$ cat config.mk
export PLATFORM = sky130hd
export DESIGN_NAME = prewish_debounce_multi
export DESIGN_NICKNAME = d
export VERILOG_FILES = /design/src/rtl/prewish_debounce_multi_pkg.sv /design/src/rtl/prewish_debounce_multi_chan.sv /design/src/rtl/prewish_debounce_multi.sv
export SDC_FILE = /design/constraint.sdc
export NUM_CORES = 1
export LEC_CHECK = 0
export BUFFER_PORTS_ARGS = -buffer_cell sky130_fd_sc_hd__buf_2
export CAP_MARGIN = 10
export CORE_MARGIN = 4
export CORE_UTILIZATION = 25
export CTS_CLUSTER_SIZE = 28
export DETAILED_ROUTE_END_ITERATION = 16
export GPL_ROUTABILITY_DRIVEN = 0
export GPL_TIMING_DRIVEN = 1
export MAX_ROUTING_LAYER = met4
export SYNTH_ARGS = -nofsm -noshare
export SYNTH_HDL_FRONTEND = slang
export SYNTH_SLANG_ARGS = --single-unit
$ cat constraint.sdc
create_clock -name CLK_I -period 1.15 [get_ports CLK_I]
set_input_delay 0.0575 -clock CLK_I [delete_from_list [all_inputs] [get_ports CLK_I]]
set_output_delay 0.0575 -clock CLK_I [all_outputs]
set_load 0.005 [all_outputs]
$ cat src/rtl/prewish_debounce_multi_pkg.sv
// Shared defaults and helpers for the multi-channel prewish debouncer.
// Channel decision encoding and counter sizing live here so top and channel agree.
package prewish_debounce_multi_pkg;

  localparam int unsigned PREWISH_NUM_BTNS   = 8;
  localparam int unsigned PREWISH_DB_SAMPLES = 4;
  localparam int unsigned PREWISH_ALIVE_BITS = 4;
  localparam int unsigned PREWISH_BUS_W      = 8;

  typedef enum logic [1:0] {
    CH_HOLD   = 2'd0,
    CH_AGREE  = 2'd1,
    CH_COUNT  = 2'd2,
    CH_COMMIT = 2'd3
  } chan_act_e;

  function automatic int unsigned cnt_width(input int unsigned samples);
    return (samples <= 1) ? 1 : $clog2(samples);
  endfunction

endpackage

$ cat src/rtl/prewish_debounce_multi_chan.sv
// One debounce channel: 2-flop pad synchroniser, disagreement counter,
// debounced state and a combinational commit pulse valid during the tick cycle.
module prewish_debounce_chan
  import prewish_debounce_multi_pkg::*;
#(
  parameter int unsigned DB_SAMPLES = PREWISH_DB_SAMPLES
) (
  input  logic clk_i,
  input  logic rst_ni,
  input  logic pad_ni,
  input  logic tick_i,
  output logic state_o,
  output logic commit_o
);

  localparam int unsigned CW = cnt_width(DB_SAMPLES);
  localparam logic [CW-1:0] CNT_LAST = CW'(DB_SAMPLES - 1);

  logic          sync1_q, sync2_q;
  logic          state_q, state_d;
  logic [CW-1:0] cnt_q, cnt_d;
  logic          raw;
  chan_act_e     act;

  assign raw = ~sync2_q;

  always_comb begin
    act = CH_HOLD;
    if (tick_i) begin
      if (raw == state_q)        act = CH_AGREE;
      else if (cnt_q == CNT_LAST) act = CH_COMMIT;
      else                        act = CH_COUNT;
    end
  end

  always_comb begin
    state_d = state_q;
    cnt_d   = cnt_q;
    unique case (act)
      CH_HOLD:   ;
      CH_AGREE:  cnt_d = '0;
      CH_COUNT:  cnt_d = cnt_q + 1'b1;
      CH_COMMIT: begin
        state_d = raw;
        cnt_d   = '0;
      end
    endcase
  end

  // Sync flops reset to the released pad level so reset itself never looks like a press.
  always_ff @(posedge clk_i) begin
    if (!rst_ni) begin
      sync1_q <= 1'b1;
      sync2_q <= 1'b1;
      state_q <= 1'b0;
      cnt_q   <= '0;
    end else begin
      sync1_q <= pad_ni;
      sync2_q <= sync1_q;
      state_q <= state_d;
      cnt_q   <= cnt_d;
    end
  end

  assign state_o  = state_q;
  assign commit_o = (act == CH_COMMIT);

endmodule

$ cat src/rtl/prewish_debounce_multi.sv
// N-channel button debouncer: dbclock tick detection, per-channel debounce,
// mask register, change-event aggregation and heartbeat.
module prewish_debounce_multi
  import prewish_debounce_multi_pkg::*;
#(
  parameter int unsigned NUM_BTNS   = PREWISH_NUM_BTNS,
  parameter int unsigned DB_SAMPLES = PREWISH_DB_SAMPLES,
  parameter int unsigned ALIVE_BITS = PREWISH_ALIVE_BITS
) (
  input  logic                     CLK_I,
  input  logic                     RST_I,
  input  logic [NUM_BTNS-1:0]      iN_button,
  input  logic                     i_dbclock,
  input  logic                     STB_I,
  input  logic [PREWISH_BUS_W-1:0] DAT_I,
  output logic                     STB_O,
  output logic [NUM_BTNS-1:0]      DAT_O,
  output logic [NUM_BTNS-1:0]      o_changed,
  output logic                     o_alive
);

  logic                  db_sync1_q, db_sync2_q, db_prev_q;
  logic                  tick;
  logic [NUM_BTNS-1:0]   commit;
  logic [NUM_BTNS-1:0]   mask_q, mask_d;
  logic [NUM_BTNS-1:0]   changed_q, changed_d;
  logic                  stb_q, stb_d;
  logic [ALIVE_BITS-1:0] alive_cnt_q, alive_cnt_d;
  logic                  alive_q, alive_d;
  logic                  unused_dat;

  assign unused_dat = ^DAT_I;
  assign tick       = db_sync2_q & ~db_prev_q;

  for (genvar g = 0; g < NUM_BTNS; g++) begin : g_chan
    prewish_debounce_chan #(
      .DB_SAMPLES(DB_SAMPLES)
    ) u_chan (
      .clk_i   (CLK_I),
      .rst_ni  (RST_I),
      .pad_ni  (iN_button[g]),
      .tick_i  (tick),
      .state_o (DAT_O[g]),
      .commit_o(commit[g])
    );
  end

  // The event is filtered by the mask currently held, so a same-cycle mask write
  // only takes effect for the following commits.
  always_comb begin
    mask_d      = STB_I ? DAT_I[NUM_BTNS-1:0] : mask_q;
    changed_d   = commit & mask_q;
    stb_d       = |(commit & mask_q);
    alive_cnt_d = alive_cnt_q;
    alive_d     = alive_q;
    if (tick) begin
      alive_cnt_d = alive_cnt_q + 1'b1;
      if (&alive_cnt_q) alive_d = ~alive_q;
    end
  end

  always_ff @(posedge CLK_I) begin
    if (!RST_I) begin
      db_sync1_q  <= 1'b0;
      db_sync2_q  <= 1'b0;
      db_prev_q   <= 1'b0;
      mask_q      <= '1;
      changed_q   <= '0;
      stb_q       <= 1'b0;
      alive_cnt_q <= '0;
      alive_q     <= 1'b0;
    end else begin
      db_sync1_q  <= i_dbclock;
      db_sync2_q  <= db_sync1_q;
      db_prev_q   <= db_sync2_q;
      mask_q      <= mask_d;
      changed_q   <= changed_d;
      stb_q       <= stb_d;
      alive_cnt_q <= alive_cnt_d;
      alive_q     <= alive_d;
    end
  end

  assign STB_O     = stb_q;
  assign o_changed = changed_q;
  assign o_alive   = alive_q;

endmodule

Word level (Yosys, flattened, before mapping)
Index checks and enable logic that the tools add are counted.
Storage, ports and cells
  register bits: 65
  bits of input ports: 20
  output and inout port bits: 18
Cells by class
  $add $sub $neg: 9
  eq/ne operators: 40
  multiplexer cells: 32
  bitwise operators: 12
  reductions and logical operators: 18
Operator list (number)
  2-bit equality test (second input constant): 24
  2-bit two-way mux: 16
  2-bit case mux with 2 select lines: 8
  2-bit by 1-bit adder with 2-bit output (second input constant): 8
  2-bit by 1-bit equality test with 1-bit output (second input constant): 8
  2-bit nonzero test: 8
  2-bit OR reduction: 8
  1-bit inverter: 10
  8-bit AND: 1
  1-bit equality test: 8
  1-bit two-way mux: 8
  8-bit OR reduction: 1
  5-bit AND reduction: 1
  4-bit by 1-bit adder with 4-bit output (second input constant): 1
  1-bit AND: 1

Depth between registers and ports, before layout
Gate-level depths: netlist (run 1).
  depth after elaboration: 7
  depth in mapped cells: 6
  depth with buffers taken out: 4

By module
A second synthesis (run 1) with hierarchy kept.
Second synthesis, totals
  cell total of the unflattened synthesis: 239
  area total of the unflattened synthesis: 2557.5 µm²
Modules (own cells, without submodules)
  prewish_debounce_chan: times used 8, cells each 20, area each 207.7 µm²
  prewish_debounce_multi: times used 1, cells each 79, area each 895.9 µm²

Worst setup path after synthesis (run 1)
OpenSTA, ideal clock, no wires.
  path kind: reg-to-reg
  start: reg db_sync2_q
  end: reg stb_q, in the netlist STB_O
  library setup time: 0.115 ns
  arrival: 1.018 ns
  slack: 0.018 ns
  cell stages (with the launch flop): 7
  buffers on the path: 2
  cell sequence: dfxtp_1 > nor2b_2 > buf_6 > buf_6 > nand4_1 > nand4_1 > o21a_1
On the way
  cells in the longest elaborated chain, start to end: 5
  elaborated cells between the ends (all ways): 19
RTL lines
  from (decl): line prewish_debounce_multi.sv:22  | logic db_sync1_q, db_sync2_q, db_prev_q;
  from (signal assigned): line prewish_debounce_multi.sv:74  | db_sync2_q <= db_sync1_q;
  1-bit AND (*): line prewish_debounce_multi.sv:33  | assign tick = db_sync2_q & ~db_prev_q;
  2-bit two-way mux: line prewish_debounce_multi_chan.sv:29  | if (tick_i) begin
  2-bit equality test: line prewish_debounce_multi_chan.sv:66  | assign commit_o = (act == CH_COMMIT);
  8-bit AND (*): line prewish_debounce_multi.sv:53  | stb_d = |(commit & mask_q);
  8-bit OR reduction (*): line prewish_debounce_multi.sv:53
  to (signal assigned): line prewish_debounce_multi.sv:78  | stb_q <= stb_d;
  to (decl): line prewish_debounce_multi.sv:27  | logic stb_q, stb_d;
Mark *: on every way between the ends. The rest lies on a longest branch, timed or not.
A chain may end at the register's enable or synchronous reset.

Worst setup path in the final report (run 1)
  start: reg db_sync2_q
  end: reg g_chan[3].u_chan.cnt_q[0]
On the way
  cells in the longest elaborated chain, start to end: 5
  elaborated cells between the ends (all ways): 8
RTL lines
  1-bit AND (*): line prewish_debounce_multi.sv:33
  2-bit two-way mux (*): line prewish_debounce_multi_chan.sv:29
  2-bit by 1-bit equality test with 1-bit output / 2-bit equality test (equally long branches): line prewish_debounce_multi_chan.sv:39  | unique case (act)
  2-bit OR reduction (no line)
  2-bit case mux with 2 select lines / 2-bit nonzero test (equally long branches)
  to (signal assigned): line prewish_debounce_multi_chan.sv:61  | cnt_q <= cnt_d;
  to (decl): line prewish_debounce_multi_chan.sv:21  | logic [CW-1:0] cnt_q, cnt_d;
Marks and branches as above.

==> results of run 1 <==
## worst paths after layout
check	start	end	depth (start not counted)
max	db_sync2_q	g_chan[3].u_chan.cnt_q[0]	7
min	RST_I	mask_q[0]	2
max reg2reg	db_sync2_q	g_chan[3].u_chan.cnt_q[0]	7
min reg2reg	g_chan[4].u_chan.sync1_q	g_chan[4].u_chan.sync2_q	1
## flip-flops by register name (all words and copies together) (netlist names)
register,cells
mask_q,8
g_chan.u_chan.cnt_q,16
g_chan.u_chan.sync1_q,8
o_changed,8
db_prev_q,1
g_chan.u_chan.sync2_q,8
db_sync1_q,1
alive_cnt_q,4
db_sync2_q,1
STB_O,1
o_alive,1
g_chan.u_chan.state_o,8
## metrics by stage
| step | setup slack [ns] | hold WS [ns] |
|---|---|---|
| floorplan | 0.0177 | 0.159 |
| global placement | 0.0251 | 0.241 |
| detailed placement | -0.0355 | 0.244 |
| CTS | -0.00893 | 0.0228 |
| global route | -0.102 | 0.0507 |
| finish | -0.0415 | 0.0314 |
## cell families (layout without fill, tap and decap cells)
logic type,count (synthesis),count (layout),synth area share (%)
buffers and inverters,23,89,6.33
AO/OA/AOI/OAI,34,34,8.20
flip-flops,65,65,52.6
adder cells (fa/ha/maj),9,9,4.55
AND/OR/NAND/NOR,88,88,20.8
XOR/XNOR,12,12,4.25
multiplexers,8,8,3.24
## cells in the mapped netlist, drive strengths merged
| cell type | number |
|---|---|
| dfxtp | 65 |
| a21oi | 25 |
| nor2 | 20 |
| nand2 | 19 |
| buf | 17 |
| nand2b | 17 |
| nand4 | 12 |
| ha | 9 |
| xnor2 | 9 |
| a311oi | 8 |
| mux2i | 8 |
| nand4b | 8 |
| nor4b | 8 |
| clkbuf | 5 |
| and2 | 3 |
| xor2 | 3 |
| inv | 1 |
| nor2b | 1 |
| o21a | 1 |
## cell type report
cell class / instances / area (µm²) / area share, %
Inverter: 1 / 3.75 / 0.111
Sequential cell: 65 / 1300 / 38.5
Tap cell: 133 / 166 / 4.91
Clock buffer: 9 / 124 / 3.66
Clock inverter: 6 / 108 / 3.18
Multi-Input combinational cell: 151 / 1150 / 33.9
Timing Repair Buffer: 73 / 532 / 15.7
## layer usage
layer  wire length [µm]  share of wire (%)
met5                  0                  0
met4                 91                1.6
met3                263                4.8
met2               2540                 46
met1               2630                 48
## where the power goes
group          leakage [nW]  internal (mW)  total [mW]  switching [mW]
Clock                 0.115           1.42        2.27           0.849
Combinational         0.726          0.162       0.290           0.128
Sequential            0.531           2.30        2.34          0.0317
## worst register-to-register path, stage by stage (launching register included)
cell,delay [ns]
dfxtp_2,0.33
buf_4,0.12
nand2b_4,0.06
buf_6,0.14
buf_6,0.13
buf_4,0.13
a21oi_2,0.13
nor2_1,0.05
## timing repair
item / 4_1_cts / 5_1_grt
hold buffers: 17 / 0
pin swaps: 4 / 2
resized for setup: 7 / 22
setup buffers: 0 / 5
endpoints found under the setup margin: 13 / 21
hold endpoints to repair: 17 / 0
gates cloned: 0 / 1
==> impl_results.md, run 1 <==
- Worst setup EP type: flip-flop
- Reg clk slew, reported paths: 0.07 ns
- Placed Cells: 400
- First-pass GRT wire length: approximately 8900 µm
- Final Hold Fails: 0
- Final period util: 104%
- Worst Setup Start Kind: flip-flop
- DRT iter0 DRCs: 110
- Post-route ant nets: 0
- Clock Sinks: 65
- Core area: 9680 µm²
- H-Tree Depth: 3
- Diodes inserted: 0
- Yosys cell types: 23
- Synth Warn #: 0
- Slowest cell on the critical path: dfxtp_2
- Leakage: 1.37 nW
- Leading cell types in the layout, fill and taps excluded: 63 x dfxtp_1, 38 x buf_2, 24 x a21oi_1
- Max stage delay on crit path: 0.33 ns
- Hold Crit Class: in -> reg
- Top Ports: 38
- Final Util: a little over a third
- Die ar.: 11500 µm²
- CP top delay family: buffers and inverters
- GR Util met2: 15.5%
- CTS Root Buffer Type: clkbuf_8
- Tot GR Track Use: approximately 10%
- Total power: just under 5 mW
- Max Fclk: ~840 MHz
- Routed vias/inst: 4.33
- Mean Syn Cell Area: 10.3 µm²
- Routed len/inst: 12.6 µm
- Crit-path cells: buf_4 -> nand2b_4 -> buf_6 -> buf_6 -> buf_4 -> a21oi_2 -> nor2_1
- Worst Path Arrival: about 1.4 ns
- Clock Path Buffers: 2
- Area Overhead vs Synth: 37.0%
- Most common cell after layout, fill and taps aside: dfxtp_1
- Congestion Overflow GR: 0
- Max_slew headroom: 79.7%
- Setup TNS: -0.0518 ns
- Share of the synthesized area in the top cell type: 52.6%
- DP HPWL: 3610 µm
- RSZ-0062 raised after global routing: yes
- Crit path buf inv count: 4
- Syn_nets: 268
- Final setup viols: 2
- Violated checks: setup timing
- Syn Std Cell Area: 2470 µm²
- Top cells by area, synth: dfxtp_1 53%, a21oi_1 5.1%, ha_1 4.6%, nand2b_1 4.3%, mux2i_1 3.2%
- Number of global-route vias before repair: 1823
- Die extent in x: 107 µm
- Met3 Track Usage GR: 3.72%
- Critical path required time: 1.39 ns
- Pre-Repair DR Iteration Count: 6
- Nets@finish: 330
- Fin crit period: 1.19 ns
- Routed wire length: 5530 µm
- Fillers: 963
- Reg2reg setup slack: -0.04 ns
- CTS tree: done
- Seq/Total Area, Yosys: a little over half
- Share of cells above drive strength 1: 31.1%
- Peak supply drop: 0.492 mV
- Die H: 107 µm
- Area leader, netlist: dfxtp_1
- Max-Cap Viols: 0
- Busiest layer in global routing: met2
- P per Cell Area: 1440 nW/µm²
- Initial Util: 25.5%
- Placement-stage cell area: approximately 2800 µm²
- Flops & latches, synth: 65
- Row cnt: 36
- Initial antenna violation count: 0
- Crit path kind: reg -> reg
- Residual DRC count: 0
- Worst Tran Pin Value: 0.304 ns
- Final Cell Area: 3390 µm²
- Worst Path Max Fanout: 6
- Fin. max-slew vios: 0
- GRT met1 Usage: 12.1%
- Clk_skew: 0.00684 ns
- Setup ws final: -0.0415 ns
- Status: finished with violations
- Clk_lat worst skew: about 0.35 ns
- Vias: 1897
- Synth Instances: 239
- Largest net degree at the start of global routing: 38
- Port bufs: 37
- Post-Layout Cell Count: 438
- Total CTS buffers: 9
No activity file was read; power rests on OpenSTA's default activity.
==> run 2, diff against run 1 <==
- CORE_UTILIZATION: 25 -> 55
- PLACE_DENSITY: default -> 0.78
- clock period: 1.15 -> 1.25 ns (I/O delays scaled with it)
==> run 2 against run 1 <==
Compared with the run above:
- clock skew is 0.00095 ns higher
- cell count is 21% lower
- worst hold slack better by 0.11 ns
- final area is 8.6% lower
- register-to-register slack better by 0.08 ns
- the flow now finishes without violations
- sequential power is 8% lower
- flip-flop and latch count stayed put
- setup slack better by 0.076 ns
- critical endpoint is now g_chan[7].u_chan.cnt_q[0]
==> impl_results.md, run 2 (synthesis gave the netlist of run 1 again) <==
- Reg2reg setup slack: 0.03 ns (was -0.04 ns)
- Vias: 1861 (was 1897)
- First-pass GRT wire length: 8180 µm (was 8870 µm)
- Switching share of total power: 21.3% (was 20.6%)
- Crit path launch: db_prev_q (was db_sync2_q)
- Max-Cap Viols: 0 (unchanged)
- Area Overhead vs Synth: 25.2% (was 37.0%)
- Diodes inserted: 0 (unchanged)
- Fin. max-slew vios: 0 (unchanged)
- Seq. cell area: 1300 µm² (about the same)
- Most common cell after layout, fill and taps aside: dfxtp_1 (unchanged)
- Die ar.: 5630 µm² (was 11500 µm²)
- Max stage delay on crit path: 0.34 ns (was 0.33 ns)
- Clock Sinks: 65 (unchanged)
- Largest net degree at the start of global routing: 38 (unchanged)
- Share of cells above drive strength 1: 23.0% (was 31.1%)
- Fin crit period: 1.22 ns (was 1.19 ns)
- Crit path buf inv count: 1 (was 4)
- Crit-path cells: nand2b_1 -> buf_4 -> nor4b_2 -> a21oi_1 -> nor2_1 (was buf_4 -> nand2b_4 -> buf_6 -> buf_6 -> buf_4 -> a21oi_2 -> nor2_1)
- Max Fclk: 823 MHz (was 839 MHz)
- Post-CTS Setup Inserts: 0 (unchanged)
- WHS Path Cells: 3 (was 2)
- H-Tree Depth: 3 (unchanged)
- Max_slew headroom: 80.3% (was 79.7%)
- Nets@finish: 321 (was 330)
- Row cnt: 24 (was 36)
- Initial Util: 56.8% (was 25.5%)
- Dpl ws: 0.00687 ns (was -0.0355 ns)
- Clk_lat worst skew: 0.34 ns (was 0.35 ns)
- Status: complete, no violations (was finished with violations)
- Reg2reg end: g_chan[7].u_chan.cnt_q[0] (was g_chan[3].u_chan.cnt_q[0])
- Internal Power: 3.27 mW (was 3.88 mW)
- Routed vias/inst: 5.35 (was 4.33)
- Switch Pwr: 0.883 mW (was 1.01 mW)
- Leakage: 1.29 nW (was 1.37 nW)
- Routed len/inst: 14.4 µm (was 12.6 µm)
- Worst Path Arrival: 1.48 ns (was 1.43 ns)
- CP top delay family: simple AND/OR/NAND/NOR gates (was buffers and inverters)
- Largest register by flop count: g_chan.u_chan.cnt_q (unchanged)
- DRT iter0 DRCs: 107 (was 110)
- Peak supply drop: 0.793 mV (was 0.492 mV)
- Top Ports: 38 (unchanged)
- Initial antenna violation count: 0 (unchanged)
- Port bufs: 37 (unchanged)
- P per Cell Area: 1340 nW/µm² (was 1440 nW/µm²)
- Logic pwr share: 6.0% (was 5.9%)
- Fillers: 321 (was 963)
- Sequential power share: 51.7% (was 47.7%)
- Tot GR Track Use: 20.3% (was 10.3%)
- CTS Root Buffer Type: clkbuf_8 (unchanged)
- Worst Path Max Fanout: 13 (was 6)
- CTS tree: done (unchanged)
- Slowest cell on the critical path: dfxtp_1 (was dfxtp_2)
- Worst hold margin: 0.143 ns (was 0.0314 ns)
- Total CTS buffers: 9 (unchanged)
- Core area: 4350 µm² (was 9680 µm²)
- Worst hold start: STB_I (was RST_I)
- Largest register FFs: 16 (unchanged)
- Hold Path Sink: mask_q[5] (was mask_q[0])
- Congestion Overflow GR: 0 (unchanged)
- Placement-stage cell area: 2650 µm² (was 2790 µm²)
- Area occupied by multi-input gates: 1050 µm² (was 1150 µm²)
- Post-route ant nets: 0 (unchanged)
- Worst setup EP type: flip-flop (unchanged)
- Total power: 4.15 mW (was 4.89 mW)
- RSZ-0062 raised after global routing: yes (unchanged)
- Final Util: 71.1% (was 35.0%)
- Crit path kind: reg -> reg (unchanged)
- Pre-Repair DR Iteration Count: 4 (was 6)
- Setup ws final: 0.0344 ns (was -0.0415 ns)
- Final Cell Area: 3100 µm² (was 3390 µm²)
- Routed wire length: 5000 µm (was 5530 µm)
- Final setup viols: 0 (was 2)
- Residual DRC count: 0 (unchanged)
- Die extent in x: 75.0 µm (was 107 µm)
- Final period util: 97.2% (was 104%)
- Hold Crit Class: in -> reg (unchanged)
- Number of global-route vias before repair: 1871 (was 1823)
- Clock Path Buffers: 2 (unchanged)
- Worst Tran Pin Value: 0.293 ns (was 0.304 ns)
- Worst Setup Start Kind: flip-flop (unchanged)
- Worst r2r src: db_prev_q (was db_sync2_q)
- Reg clk slew, reported paths: 0.07 ns (about the same)
- Critical path required time: 1.52 ns (was 1.39 ns)
- Worst r2r path cells: 5 (was 7)
- Clock power share: 42.2% (was 46.3%)
- Die H: 75.0 µm (was 107 µm)
- DP HPWL: 3210 µm (was 3610 µm)
- Final Hold Fails: 0 (unchanged)
- Clk_skew: 0.00779 ns (was 0.00684 ns)
- Leading cell types in the layout, fill and taps excluded: 64 x dfxtp_1, 37 x buf_2, 25 x a21oi_1 (was 63 x dfxtp_1, 38 x buf_2, 24 x a21oi_1)
-- run 2: how the worst max path moves through the flow --
stage,cells past startpoint,endpoint
4_1_cts,5,o_alive
5_1_grt,5,g_chan[7].u_chan.cnt_q[0]
2_1_floorplan,6,STB_O
3_3_place_gp,5,STB_O
6_report,5,g_chan[7].u_chan.cnt_q[0]
3_5_place_dp,4,g_chan[7].u_chan.cnt_q[0]
-- run 2: cell type report --
| cell class | count | share of cell area (%) |
|---|---|---|
| multi-input combinational | 151 | 34.1 |
| clock inverter | 3 | 1.29 |
| timing repair buffer | 64 | 15.3 |
| sequential | 65 | 42.1 |
| clock buffer | 12 | 5.01 |
| tap | 52 | 2.10 |
| inverter | 1 | 0.121 |
-- run 2: worst register-to-register path, stage by stage (launching register included) --
cell	delay (ns)
dfxtp_1	0.34
nand2b_1	0.17
buf_4	0.20
nor4b_2	0.24
a21oi_1	0.08
nor2_1	0.11
-- run 2: power groups by stage --
stage	Clock [mW]	Sequential, mW	Combinational (mW)
floorplan	0	2.18	0.131
global placement	0	2.19	0.185
detailed placement	0	2.19	0.191
CTS	1.78	2.15	0.241
global route	1.87	2.15	0.274
finish	1.75	2.15	0.250
-- run 2: stage by stage --
step	setup TNS, ns	instances
floorplan	0	239
global placement	0	313
detailed placement	0	313
CTS	0	348
global route	-0.0686	348
finish	0	348
-- run 2: repair_timing --
action | 4_1_cts | 5_1_grt
pin swaps | 0 | 1
endpoints found under the setup margin | 1 | 14
hold endpoints to repair | 19 | 0
hold buffers | 20 | 0
gates resized for setup | 2 | 8
cloned | 0 | 0
-- run 2: layer usage --
metal | track usage, % | vias up | wire length [µm]
met1 | 22.4 | 871 | 2250
met4 | 11.7 | 0 | 156
met5 | - | - | 0
li1 | - | 933 | -
met3 | 6.28 | 15 | 239
met2 | 32.1 | 42 | 2360
==> run 3, diff against run 2 <==
- CTS_BUF_LIST: default -> sky130_fd_sc_hd__clkbuf_8
==> run 3 against run 2 <==
Compared with the run above:
- combinational power about the same
- utilization unchanged
- register-to-register slack about the same
- highest routed layer unchanged
- sequential power about the same
- clock skew about the same
- flip-flop and latch count unchanged
- critical endpoint unchanged
==> impl_results.md, run 3 (synthesis gave the netlist of run 1 again) <==
- Status: complete, no violations (unchanged)
- Fillers: 321 (unchanged)
- Total power: 4.14 mW (was 4.15 mW)
- Most common cell after layout, fill and taps aside: dfxtp_1 (unchanged)
- Post-Layout Cell Count: 348 (unchanged)
- Worst Setup Start Kind: flip-flop (unchanged)
- Area occupied by multi-input gates: 1050 µm² (unchanged)
- Clk_lat worst skew: 0.34 ns (about the same)
- Top Ports: 38 (unchanged)
- Die ar.: 5630 µm² (unchanged)
- Worst Path Arrival: 1.48 ns (about the same)
- Worst Tran Pin Value: 0.293 ns (about the same)
- Max-Cap Viols: 0 (unchanged)
- Routed wire length: 4980 µm (was 5000 µm)
- Routed vias/inst: 5.33 (was 5.35)
- Nets@finish: 321 (unchanged)
- Largest register FFs: 16 (unchanged)
- First-pass GRT wire length: 8180 µm (unchanged)
- Placed Cells: 313 (unchanged)
- Congestion Overflow GR: 0 (unchanged)
- Clock Path Buffers: 2 (unchanged)
- CTS tree: done (unchanged)
- CTS Root Buffer Type: clkbuf_8 (unchanged)
- Initial antenna violation count: 0 (unchanged)
- Reg2reg setup slack: 0.04 ns (was 0.03 ns)
- Initial Util: 56.8% (unchanged)
- Reg clk slew, reported paths: 0.07 ns (about the same)
- P per Cell Area: 1340 nW/µm² (about the same)
- Fin crit period: 1.21 ns (was 1.22 ns)
- Die H: 75.0 µm (unchanged)
- Clk_skew: 0.00792 ns (was 0.00779 ns)
- Die extent in x: 75.0 µm (unchanged)
- Pre-Repair DR Iteration Count: 4 (unchanged)
- Diodes inserted: 0 (unchanged)
- Critical path required time: 1.51 ns (was 1.52 ns)
- Port bufs: 37 (unchanged)
- Area Overhead vs Synth: 25.2% (unchanged)
- H-Tree Depth: 3 (unchanged)
- Final setup viols: 0 (unchanged)
- Leading cell types in the layout, fill and taps excluded: 64 x dfxtp_1, 37 x buf_2, 25 x a21oi_1 (unchanged)
- Core area: 4350 µm² (unchanged)
- Worst setup EP type: flip-flop (unchanged)
- Post-route ant nets: 0 (unchanged)
- Number of global-route vias before repair: 1871 (unchanged)
- Fin. max-slew vios: 0 (unchanged)
- Max_slew headroom: 80.3% (about the same)
- Max Fclk: 823 MHz (about the same)
- Peak supply drop: 0.793 mV (about the same)
- DRT iter0 DRCs: 103 (was 107)
- Tot GR Track Use: 20.3% (unchanged)
- Vias: 1854 (was 1861)
- Largest net degree at the start of global routing: 38 (unchanged)
- DP HPWL: 3210 µm (unchanged)
- Largest register by flop count: g_chan.u_chan.cnt_q (unchanged)
- Residual DRC count: 0 (unchanged)
- Crit path kind: reg -> reg (unchanged)
- Row cnt: 24 (unchanged)
- Worst Path Max Fanout: 13 (unchanged)
- Leakage: 1.29 nW (about the same)
- Final period util: 97.2% (about the same)
- Seq. cell area: 1300 µm² (unchanged)
- RSZ-0062 raised after global routing: yes (unchanged)
- Hold Crit Class: in -> reg (unchanged)
- Routed len/inst: 14.3 µm (was 14.4 µm)
- Total CTS buffers: 9 (unchanged)
- Clock Sinks: 65 (unchanged)
- Share of cells above drive strength 1: 23.0% (unchanged)
- Final Hold Fails: 0 (unchanged)
## run 3: metrics by stage
| step | hold WS, ns | setup slack (ns) | setup TNS [ns] | util [%] | instance area, µm² |
|---|---|---|---|---|---|
| final | 0.148 | 0.0355 | 0 | 71.1 | 3100 |
| after global routing | 0.149 | -0.0215 | -0.0694 | 71.1 | 3100 |
| after CTS | 0.139 | 0.0223 | 0 | 70.2 | 3060 |
| after detailed placement | 0.247 | 0.00687 | 0 | 60.8 | 2650 |
| after global placement | 0.241 | 0.108 | 0 | 60.8 | 2650 |
| after floorplan | 0.164 | 0.118 | 0 | - | 2470 |
## run 3: metal layers
layer	global-route usage [%]	vias up	share of wire (%)
li1	-	933	-
met1	22.4	871	45
met2	32.1	37	47
met3	6.28	13	4.4
met4	11.7	0	2.9
met5	-	-	0
## run 3: worst max-delay path, stage by stage (launching register included)
cell	delay, ns
dfxtp_1	0.34
nand2b_1	0.17
buf_4	0.20
nor4b_2	0.24
a21oi_1	0.08
nor2_1	0.11
## run 3: what timing repair did
action | 4_1_cts | 5_1_grt
hold buffers | 20 | 0
gates resized for setup | 2 | 8
endpoints found under the hold margin | 19 | 0
setup buffers | 0 | 0
endpoints found under the setup margin | 1 | 14
pin swaps | 0 | 1
## run 3: final cells by class
type | count | area share, %
flip-flops and latches | 65 | 42.1
multi-input cells | 151 | 34.1
repair buffers | 64 | 15.3
clock buffers | 11 | 4.89
well taps | 52 | 2.10
clock inverters | 4 | 1.41
inverters | 1 | 0.121
## run 3: where the power goes
part	internal, mW	total, mW	switching (mW)	leakage, nW
sequential	2.12	2.15	0.0276	0.530
combinational	0.136	0.250	0.114	0.658
clock	1.00	1.74	0.734	0.106
## run 3: path summary, 6_finish.rpt
check	to	start	cells past startpoint
worst max-delay path	g_chan[7].u_chan.cnt_q[0]	db_prev_q	5
worst min-delay path	mask_q[5]	STB_I	3
worst max register to register	g_chan[7].u_chan.cnt_q[0]	db_prev_q	5
worst min register to register	g_chan[4].u_chan.sync2_q	g_chan[4].u_chan.sync1_q	1
